===== config.mk =====
export PLATFORM = sky130hd
export DESIGN_NAME = a1csah_seq128
export DESIGN_NICKNAME = d
export VERILOG_FILES = /design/src/rtl/a1csah_seq128.sv
export SDC_FILE = /design/constraint.sdc
export NUM_CORES = 1
export LEC_CHECK = 0
export BUFFER_PORTS_ARGS = -buffer_cell sky130_fd_sc_hd__buf_2
export CORE_ASPECT_RATIO = 1.4
export CORE_UTILIZATION = 58
export DETAILED_ROUTE_END_ITERATION = 10
export PLACE_DENSITY = 0.85
export SLEW_MARGIN = 5
export SYNTH_ARGS = -nofsm -noshare
export SYNTH_HDL_FRONTEND = slang
export SYNTH_SLANG_ARGS = --single-unit

===== constraint.sdc =====
create_clock -name clk -period 10.6 [get_ports clk]
set_input_delay 1.59 -clock clk [delete_from_list [all_inputs] [get_ports clk]]
set_output_delay 1.59 -clock clk [all_outputs]
set_load 0.1 [all_outputs]

===== src/rtl/a1csah_seq128.sv =====
// a1csah_seq128 -- 128-bit sequential adder built from one reused 32-bit
// slice adder (a1csah32bits). One slice is processed per cycle, least
// significant first, while group generate/propagate are folded up across
// the slices.
//
// Optional feature: define A1CSAH_SEQ_B2B_EN to accept a new operation in
// the same cycle a finished result is consumed (5-cycle throughput). The
// default build inserts one idle cycle between operations (6 cycles).

// 32-bit slice adder with group generate/propagate outputs.
module a1csah32bits (
    input  logic [31:0] a,
    input  logic [31:0] b,
    input  logic        cin,
    output logic [31:0] s,
    output logic        cout,
    output logic        g,
    output logic        p
);

    assign {cout, s} = {1'b0, a} + {1'b0, b} + {32'b0, cin};

    // The slice propagates only when every bit pair differs. In that case
    // a + b is all ones and the carry-out is exactly cin; otherwise the
    // carry-out does not depend on cin and equals the group generate.
    assign p = &(a ^ b);
    assign g = cout & ~p;

endmodule

module a1csah_seq128 (
    input  logic         clk,
    input  logic         rst,
    input  logic         in_valid,
    output logic         in_ready,
    input  logic [127:0] a,
    input  logic [127:0] b,
    input  logic         cin,
    output logic         out_valid,
    input  logic         out_ready,
    output logic [127:0] s,
    output logic         cout,
    output logic         gen,
    output logic         prop
);

    localparam logic [1:0] IDLE = 2'd0;
    localparam logic [1:0] BUSY = 2'd1;
    localparam logic [1:0] DONE = 2'd2;

    logic [1:0]   state;
    logic [1:0]   idx;
    logic [127:0] a_reg;
    logic [127:0] b_reg;
    logic         carry_reg;
    logic         gen_acc;
    logic         prop_acc;
    logic         accept;

    logic [31:0]  slice_a;
    logic [31:0]  slice_b;
    logic [31:0]  slice_s;
    logic         slice_cout;
    logic         slice_g;
    logic         slice_p;

    // Operand acceptance: idle only, or also on the result hand-off cycle.
`ifdef A1CSAH_SEQ_B2B_EN
    assign in_ready = !rst && ((state == IDLE) || ((state == DONE) && out_ready));
`else
    assign in_ready = !rst && (state == IDLE);
`endif

    assign accept = in_valid & in_ready;

    // Route the current 32-bit slice of the latched operands to the adder.
    assign slice_a = a_reg[{idx, 5'b0} +: 32];
    assign slice_b = b_reg[{idx, 5'b0} +: 32];

    a1csah32bits u_slice (
        .a    (slice_a),
        .b    (slice_b),
        .cin  (carry_reg),
        .s    (slice_s),
        .cout (slice_cout),
        .g    (slice_g),
        .p    (slice_p)
    );

    // Result flags come straight from the accumulators; they are final in DONE.
    assign cout = carry_reg;
    assign gen  = gen_acc;
    assign prop = prop_acc;

    // Sequencer: latch operands, walk the four slices, hold the result.
    // NOTE: all state here uses <= so every register samples pre-edge values;
    // blocking assignments would let later statements see updated state.
    always_ff @(posedge clk) begin
        if (rst) begin
            state     <= IDLE;
            idx       <= 2'd0;
            s         <= '0;
            a_reg     <= '0;
            b_reg     <= '0;
            carry_reg <= 1'b0;
            gen_acc   <= 1'b0;
            prop_acc  <= 1'b0;
            out_valid <= 1'b0;
        end else if (accept) begin
            a_reg     <= a;
            b_reg     <= b;
            carry_reg <= cin;
            gen_acc   <= 1'b0;
            prop_acc  <= 1'b1;
            idx       <= 2'd0;
            out_valid <= 1'b0;
            state     <= BUSY;
        end else begin
            case (state)
                BUSY: begin
                    s[{idx, 5'b0} +: 32] <= slice_s;
                    carry_reg            <= slice_cout;
                    gen_acc              <= slice_g | (slice_p & gen_acc);
                    prop_acc             <= prop_acc & slice_p;
                    idx                  <= idx + 2'd1;
                    if (idx == 2'd3) begin
                        state     <= DONE;
                        out_valid <= 1'b1;
                    end
                end
                DONE: begin
                    if (out_ready) begin
                        state     <= IDLE;
                        out_valid <= 1'b0;
                    end
                end
                default: state <= IDLE;
            endcase
        end
    end

endmodule


# Yosys cells after proc, flatten, opt, wreduce, memory -nomap -nowiden
# Index checks and enable logic that the tools add are counted.
# W data, S select, Z words.
[op_classes] addsub=4 n_mul=0 div_mod_pow=0 magnitude_cmp=0 n_eq_ne=7 shifts=4 muxes=12 n_bitwise=8 reduce_logical=11
[op_table] operator="$shiftx A128 B8 Y32" count=2
[op_table] operator="$bwmux W128" count=1
[op_table] operator="$shift A32 B9 Y128 const A" count=1
[op_table] operator="$shiftx A32 B9 Y128" count=1
[op_table] operator="$add A32 B32 Y33" count=1
[op_table] operator="$add A33 B1 Y33" count=1
[op_table] operator="$reduce_and A32 Y1" count=1
[op_table] operator="$xor A32 B32 Y32" count=1
[op_table] operator="$neg A7 Y9" count=1
[op_table] operator="$mux W1" count=7
[op_table] operator="$ne A3 B3 Y1 const B" count=2
[op_table] operator="$reduce_and A2 Y1" count=3
[op_table] operator="$and A1 B1 Y1" count=4
[op_table] operator="$eq A2 B2 Y1 const B" count=2
[op_table] operator="$mux W2" count=2
[op_table] operator="$ne A2 B2 Y1 const B" count=2
[op_table] operator="$pmux W2 S2" count=1
[op_table] operator="$reduce_bool A2 Y1" count=2
[op_table] operator="$reduce_and A3 Y1" count=1
[op_table] operator="$add A2 B1 Y2 const B" count=1
[op_table] operator="$eq A2 B1 Y1 const B" count=1
[op_table] operator="$logic_not A2 Y1" count=1
[op_table] operator="$not A1 Y1" count=2
[op_table] operator="$pmux W1 S2" count=1
[op_table] operator="other kinds (4)" count=4
[word_totals] ff_bits=392 latchBits=0 ram_bits=0 romBits=0 in_bits=261 output_inout_bits=133 memories=0

# Depth between registers and ports, before layout
# Gate-level depths: netlist (run 1).
[depth] ltp_word=6 mapped_depth=14

# Hierarchy
# Synthesis (run 1) repeated with hierarchy kept, for this count alone.
[hier_totals] cells_unflattened=1844 area_unflattened_um2=16928.7
[by_module_without_submodules] mod="a1csah_seq128" instances=1 cells_each=1582 area_each_um2=15109.5 seq_area_each_um2=7847.5
[by_module_without_submodules] mod="a1csah32bits" instances=1 cells_each=262 area_each_um2=1819.2 seq_area_each_um2=0.0

# Worst setup path before layout (run 1)
# Ideal clock, no wire load.
[synth_timing] kind="input to output" startpoint="input port rst" endpoint="output port in_ready" t_arrival_ns=3.696 required_ns=9.010 slack_ns=5.314 stages=1 cell_sequence="nor3_1"
[synth_between] elab_chain_cells=2
[synth_rtl] item="from (decl)" line="33" source="input logic rst,"
[synth_rtl] item="$logic_not A1 Y1" line="71" source="assign in_ready = !rst && (state == IDLE);"
[synth_rtl] item="$logic_and A1 B1 Y1" line="71"
[synth_rtl] item="to (decl)" line="35" source="output logic in_ready,"
# No other way between the ends.

# Worst setup path after layout (run 1)
[layout_timing] startpoint="register idx[1]" endpoint="register s[94]"
[layout_between] elab_chain_cells=5 elab_cells_between_ends=8 cone_classes="add/sub: 3; shift: 4; mux: 1"
[layout_rtl] item="from (decl)" line="52" source="logic [1:0] idx;"
[layout_rtl] item="from (signal assigned)" line="125" source="idx <= idx + 2'd1;"
[layout_rtl] item="$shiftx A128 B8 Y32 (on tied branches)" line="77, 78"
[layout_rtl] item="$add A32 B32 Y33" line="21" source="assign {cout, s} = {1'b0, a} + {1'b0, b} + {32'b0, cin};"
[layout_rtl] item="$add A33 B1 Y33" line="21"
[layout_rtl] item="$shiftx A32 B9 Y128" line="121" source="s[{idx, 5'b0} +: 32] <= slice_s;"
[layout_rtl] item="$bwmux W128 *" line="121"
[layout_rtl] item="to (signal, indexed assignment)" line="121"
[layout_rtl] item="to (decl)" line="41" source="output logic [127:0] s,"
# Mark *: on every way between the ends. The rest lies on a longest branch, timed or not.
# A chain may end at the register's enable or synchronous reset.

==> results of run 1 <==
-- cells in the mapped netlist, types with 3 or more instances --
master	instances
nand2_1	555
dfxtp_1	392
a21oi_1	291
clkbuf_1	122
nor2_1	87
mux4_2	64
a22oi_1	56
a22o_1	45
ha_1	38
o21ai_0	36
xnor2_1	16
a21o_1	13
nand2b_1	10
nand3_1	10
nor2b_1	10
nor3_1	10
buf_2	9
xor2_1	9
and3_1	8
inv_1	8
and2_1	6
nand4_1	6
a221o_1	5
a221oi_1	5
a211oi_1	4
a31oi_1	4
a32oi_1	4
o21bai_1	4
buf_1	3
nor4_1	3
o21a_1	3
or3_1	3
-- final cells by class --
cell class / count / area [um^2]
inverters: 8 / 30.0
well taps: 370 / 463
clock buffers: 58 / 1180
flip-flops and latches: 392 / 7860
clock inverters: 7 / 114
diodes: 8 / 20.0
fillers: 2106 / 7940
repair buffers: 408 / 2090
multi-input cells: 1345 / 8140
-- critical path, stage by stage, from the launching register on --
cell       delay [ps]
dfxtp_4           610
buf_4             620
mux4_2            450
fa_1              450
fa_1              440
a211oi_1          270
o21bai_1          160
a221o_1           440
a21o_1            290
o21ai_2           280
o2111ai_1         160
o311a_1           190
o21ai_0           190
-- path summary, 6_finish.rpt --
kind | start | endpoint | slack, ps | cells past startpoint
worst min register to register | a_reg[94] | a_reg[94] | 450 | 2
worst max-delay path | idx[1] | s[94] | 5900 | 12
worst min-delay path | a_reg[94] | a_reg[94] | 450 | 2
worst max register to register | idx[1] | s[94] | 5900 | 12
-- logic make-up after synthesis --
group | Yosys count | share of synthesized area
xor+xnor | 25 | 0.0133
fa+ha+maj | 40 | 0.0312
buf+inv | 144 | 0.0339
mux | 65 | 0.0879
compound gates | 495 | 0.183
simple gates | 720 | 0.176
flops | 392 | 0.475
-- metrics by stage --
step | setup WS [ps] | cells | util
after floorplan | 5310 | 1881 | -
after global placement | 6080 | 2523 | 0.667
after detailed placement | 6020 | 2523 | 0.667
after CTS | 5980 | 2588 | 0.714
after global routing | 5730 | 2593 | 0.714
final | 5900 | 2596 | 0.715
-- routing by layer --
metal,vias up,wire (um)
met5,-,41
met4,6,2700
met3,180,3560
met2,760,23200
met1,7157,19200
li1,7156,-
-- report_power, final --
group,leakage [nW],switching (mW),internal [mW]
combinational,4.40,0.297,0.156
sequential,3.18,0.0403,1.53
clock,0.639,0.560,0.838
==> flow_summary.ini, run 1 <==
[synthesis]
synth.avg_cell_area_um2 = 8.78
synth_cell_types = 66
yosys_register_bits = 392
syn_inst = 1881
synth_edf_count = 0
netlist_area_mm2 = 0.0165
synth_top_area_frac = 0.475
seq_area_frac_synth = 0.475
yosys-top-cells-area = dfxtp_1, nand2_1, a21oi_1
async_flop_share = 0
synth_flop_cell = dfxtp_1
synth_fp_nets = 2182
yosysTopAreaCell = dfxtp_1
ys_warn_count = 0

[final_layout]
final_common_cell = nand2_1
final_cell_mix = nand2_1, buf_2, dfxtp_1
final_layout_size_suffix_gt1_frac = 0.247
fin_area_mm2 = 0.0199
synthToLayoutAreaGrowth_pct = 20.4
fin_nets = 2493

[timing]
relSlewSlack = 0.226
report.final.slew_viol_count = 0
tightestPinTransition_ps = 1160
finalSetupTns_ps = 0
skew_ps = 15.6
whs_ps = 451
finalSetupViolCount = 0
hold_violations = 0
rsz0062_at_grt = false
fmax_mhz = 213
period_share = 0.443
period_needed_ps = 4700

[clocking]
clock_path_buffers = 3
cts_resized = 0
cts.sinks = 392
clock_latency_ps = 530
root_buffer = clkbuf_16
htree_levels = 2
cts.clk_slew.worst_paths_ps = 70
cts_tree = yes
cts-hold-fix-buffers = 0
post_cts_buffers = 0
cts_buffers = 37

[place]
io_buffers = 393
post-dp-hpwl_um = 34000
gp_congestion = 0.950
placed_area_mm2 = 0.0186

[floorplan]
pin_count = 394
die_w_um = 145
core_area_mm2 = 0.0278
rows = 72
die_h_um = 202
start_util = 0.593
dieArea_mm2 = 0.0292

[power_and_ir_drop]
powerDensity_mw_per_mm2 = 172
leakage_nw = 8.22
ir_worst_vdd_mv = 0.128
power.total_mw = 3.42

[critical_path]
worst_ep_required_time_ps = 11050
cp_max_fo = 42
crit_path_end_kind = flop
arrival_ps = 5150
crit_type = reg -> reg
start_kind = flop

[global_route]
grt_max_degree = 149
grtUsageTotal = 0.334
grt_use_met3 = 0.0609
grt_pass1_vias = 14600
use_met1 = 0.413
grtUsageMet2 = 0.545
antenna_found_initial = 9
grt_pass1_wl_um = 75800
grt.busiest_layer = met2
grt_overflow = 0

[detailed_routing]
routed-via-count = 15300
drt-pass1-iter-count = 5
routed_wl_um = 48700
drc = 0
ant_nets = 0
initialDrtViolationCount = 1326
wire_per_inst_um = 18.8
vias_per_cell = 5.88

[flow_run]
drv_cap = 0

[run_status]
status = finished, final reports clean

[worst_hold_path]
hold_path_class = reg -> reg
No activity file was read; power rests on OpenSTA's default activity.
==> run 2, diff against run 1 <==
CORE_UTILIZATION = 54   (was 58)
PLACE_DENSITY = 0.8   (was 0.85)
clock period = 4.7 ns   (was 10.6 ns; I/O delays follow)
==> run 2 against run 1 <==
  * Flip-flop and latch count unchanged
  * Combinational power grew 130%
  * Largest cell class unchanged
  * Critical path depth shrank 1
  * Total power grew 130%
  * Worst hold slack worse by 53 ps
  * Wire length shrank 1.1%
  * Highest routed layer unchanged
  * Global-route usage is 3.1 points lower
  * Critical path type unchanged
==> flow_summary.ini, run 2 (synthesis results as in run 1) <==
[run_status]
status = finished, final reports clean

[clocking]
htree_levels = 2
post_cts_buffers = 0
cts-hold-fix-buffers = 0
cts.sinks = 392
clock_latency_ps = 540
cts_resized = 0
cts.clk_slew.worst_paths_ps = 70
cts_tree = yes
cts_buffers = 37
root_buffer = clkbuf_16
clock_path_buffers = 3

[critical_path]
slowest_stage = a311oi_1
crit_path_end_kind = flop
start_kind = flop
cp_cell_sequence = buf_12, mux4_2, ha_1, a211oi_1, nor2_1, o41ai_1, a21o_2, and3_1, nor3_1, a311oi_1, o21ai_0
cp_top_family = compound AO/OA/AOI/OAI gates
cp_max_fo = 33
path_buf_inv = 1
worst_ep_required_time_ps = 5080
max_stage_delay_ps = 620
arrival_ps = 4670
crit_type = reg -> reg

[global_route]
grt_pass1_vias = 14500
grt_pass1_wl_um = 74300
grt_overflow = 0
grtUsageTotal = 0.303
grt_max_degree = 140
antenna_found_initial = 10

[floorplan]
core_area_mm2 = 0.0300
rows = 75
pin_count = 394
dieArea_mm2 = 0.0313
die_h_um = 209
die_w_um = 150
start_util = 0.550

[timing]
fmax_mhz = 233
skew_ps = 20.1
period_needed_ps = 4290
relSlewSlack = 0.251
report.final.slew_viol_count = 0
rsz0062_at_grt = false
finalSetupTns_ps = 0
finalSetupViolCount = 0
tightestPinTransition_ps = 1120
hold_violations = 0
period_share = 0.913

[place]
dp_cells = 2544
post-dp-hpwl_um = 34400
io_buffers = 393
gp_congestion = 0.890

[final_layout]
fin_nets = 2499
synthToLayoutAreaGrowth_pct = 21.1
final_common_cell = nand2_1
final_layout_size_suffix_gt1_frac = 0.248
final_cells = 2617
final_cell_mix = nand2_1, buf_2, dfxtp_1
nFillCells = 2498

[detailed_routing]
ant_nets = 0
routed-via-count = 14900
initialDrtViolationCount = 1286
drc = 0
vias_per_cell = 5.71
drt-pass1-iter-count = 7
wire_per_inst_um = 18.4
routed_wl_um = 48200

[power_and_ir_drop]
powerDensity_mw_per_mm2 = 385
ir_worst_vdd_mv = 0.264
leakage_nw = 8.26

[worst_hold_path]
hold_path_class = in -> reg

[flow_run]
drv_cap = 0
-- run 2: area by class of cell --
type,instances,area (um^2),share of cell area
Clock buffer,56,1110,0.0555
Multi-Input combinational cell,1345,8140,0.407
Timing Repair Buffer,414,2200,0.110
Clock inverter,10,164,0.00820
Antenna cell,7,17.5,0.000876
Tap cell,385,482,0.0241
Inverter,8,30.0,0.00150
Sequential cell,392,7860,0.393
-- run 2: power breakdown --
part / leakage, nW / internal [mW] / switching (mW) / total [mW]
combinational: 4.45 / 0.364 / 0.688 / 1.05
clock: 0.622 / 1.86 / 1.27 / 3.13
sequential: 3.18 / 3.45 / 0.0718 / 3.52
-- run 2: through the flow --
stage / power (mW) / worst slack, ps / instance area (um^2) / utilization / hold slack, ps
finish: 7.70 / 409 / 20000 / 0.666 / 398
CTS: 7.72 / 469 / 20000 / 0.665 / 394
floorplan: 4.28 / 250 / 16500 / - / 433
detailed placement: 4.63 / 554 / 18700 / 0.623 / 443
global route: 7.95 / 328 / 20000 / 0.666 / 399
global placement: 4.61 / 586 / 18700 / 0.623 / 434
-- run 2: layer usage --
layer / up-vias / track usage / part of all wire
li1: 7166 / - / -
met1: 6990 / 0.382 / 0.40
met2: 638 / 0.499 / 0.48
met3: 135 / 0.0472 / 0.072
met4: 6 / 0.155 / 0.049
met5: - / 0 / 0.00081
-- run 2: tightest hold or removal path, cell delays in order --
cell and delay [ps]:
buf_2 100, nand2_1 40, a21oi_1 50
-- run 2: final timing paths --
| path | startpoint | end | slack (ps) | cells past startpoint |
|---|---|---|---|---|
| worst max register to register | idx[0] | s[21] | 410 | 11 |
| worst min register to register | a_reg[74] | a_reg[74] | 450 | 2 |
| worst min-delay path | b[37] | b_reg[37] | 400 | 3 |
| worst max-delay path | idx[0] | s[21] | 410 | 11 |
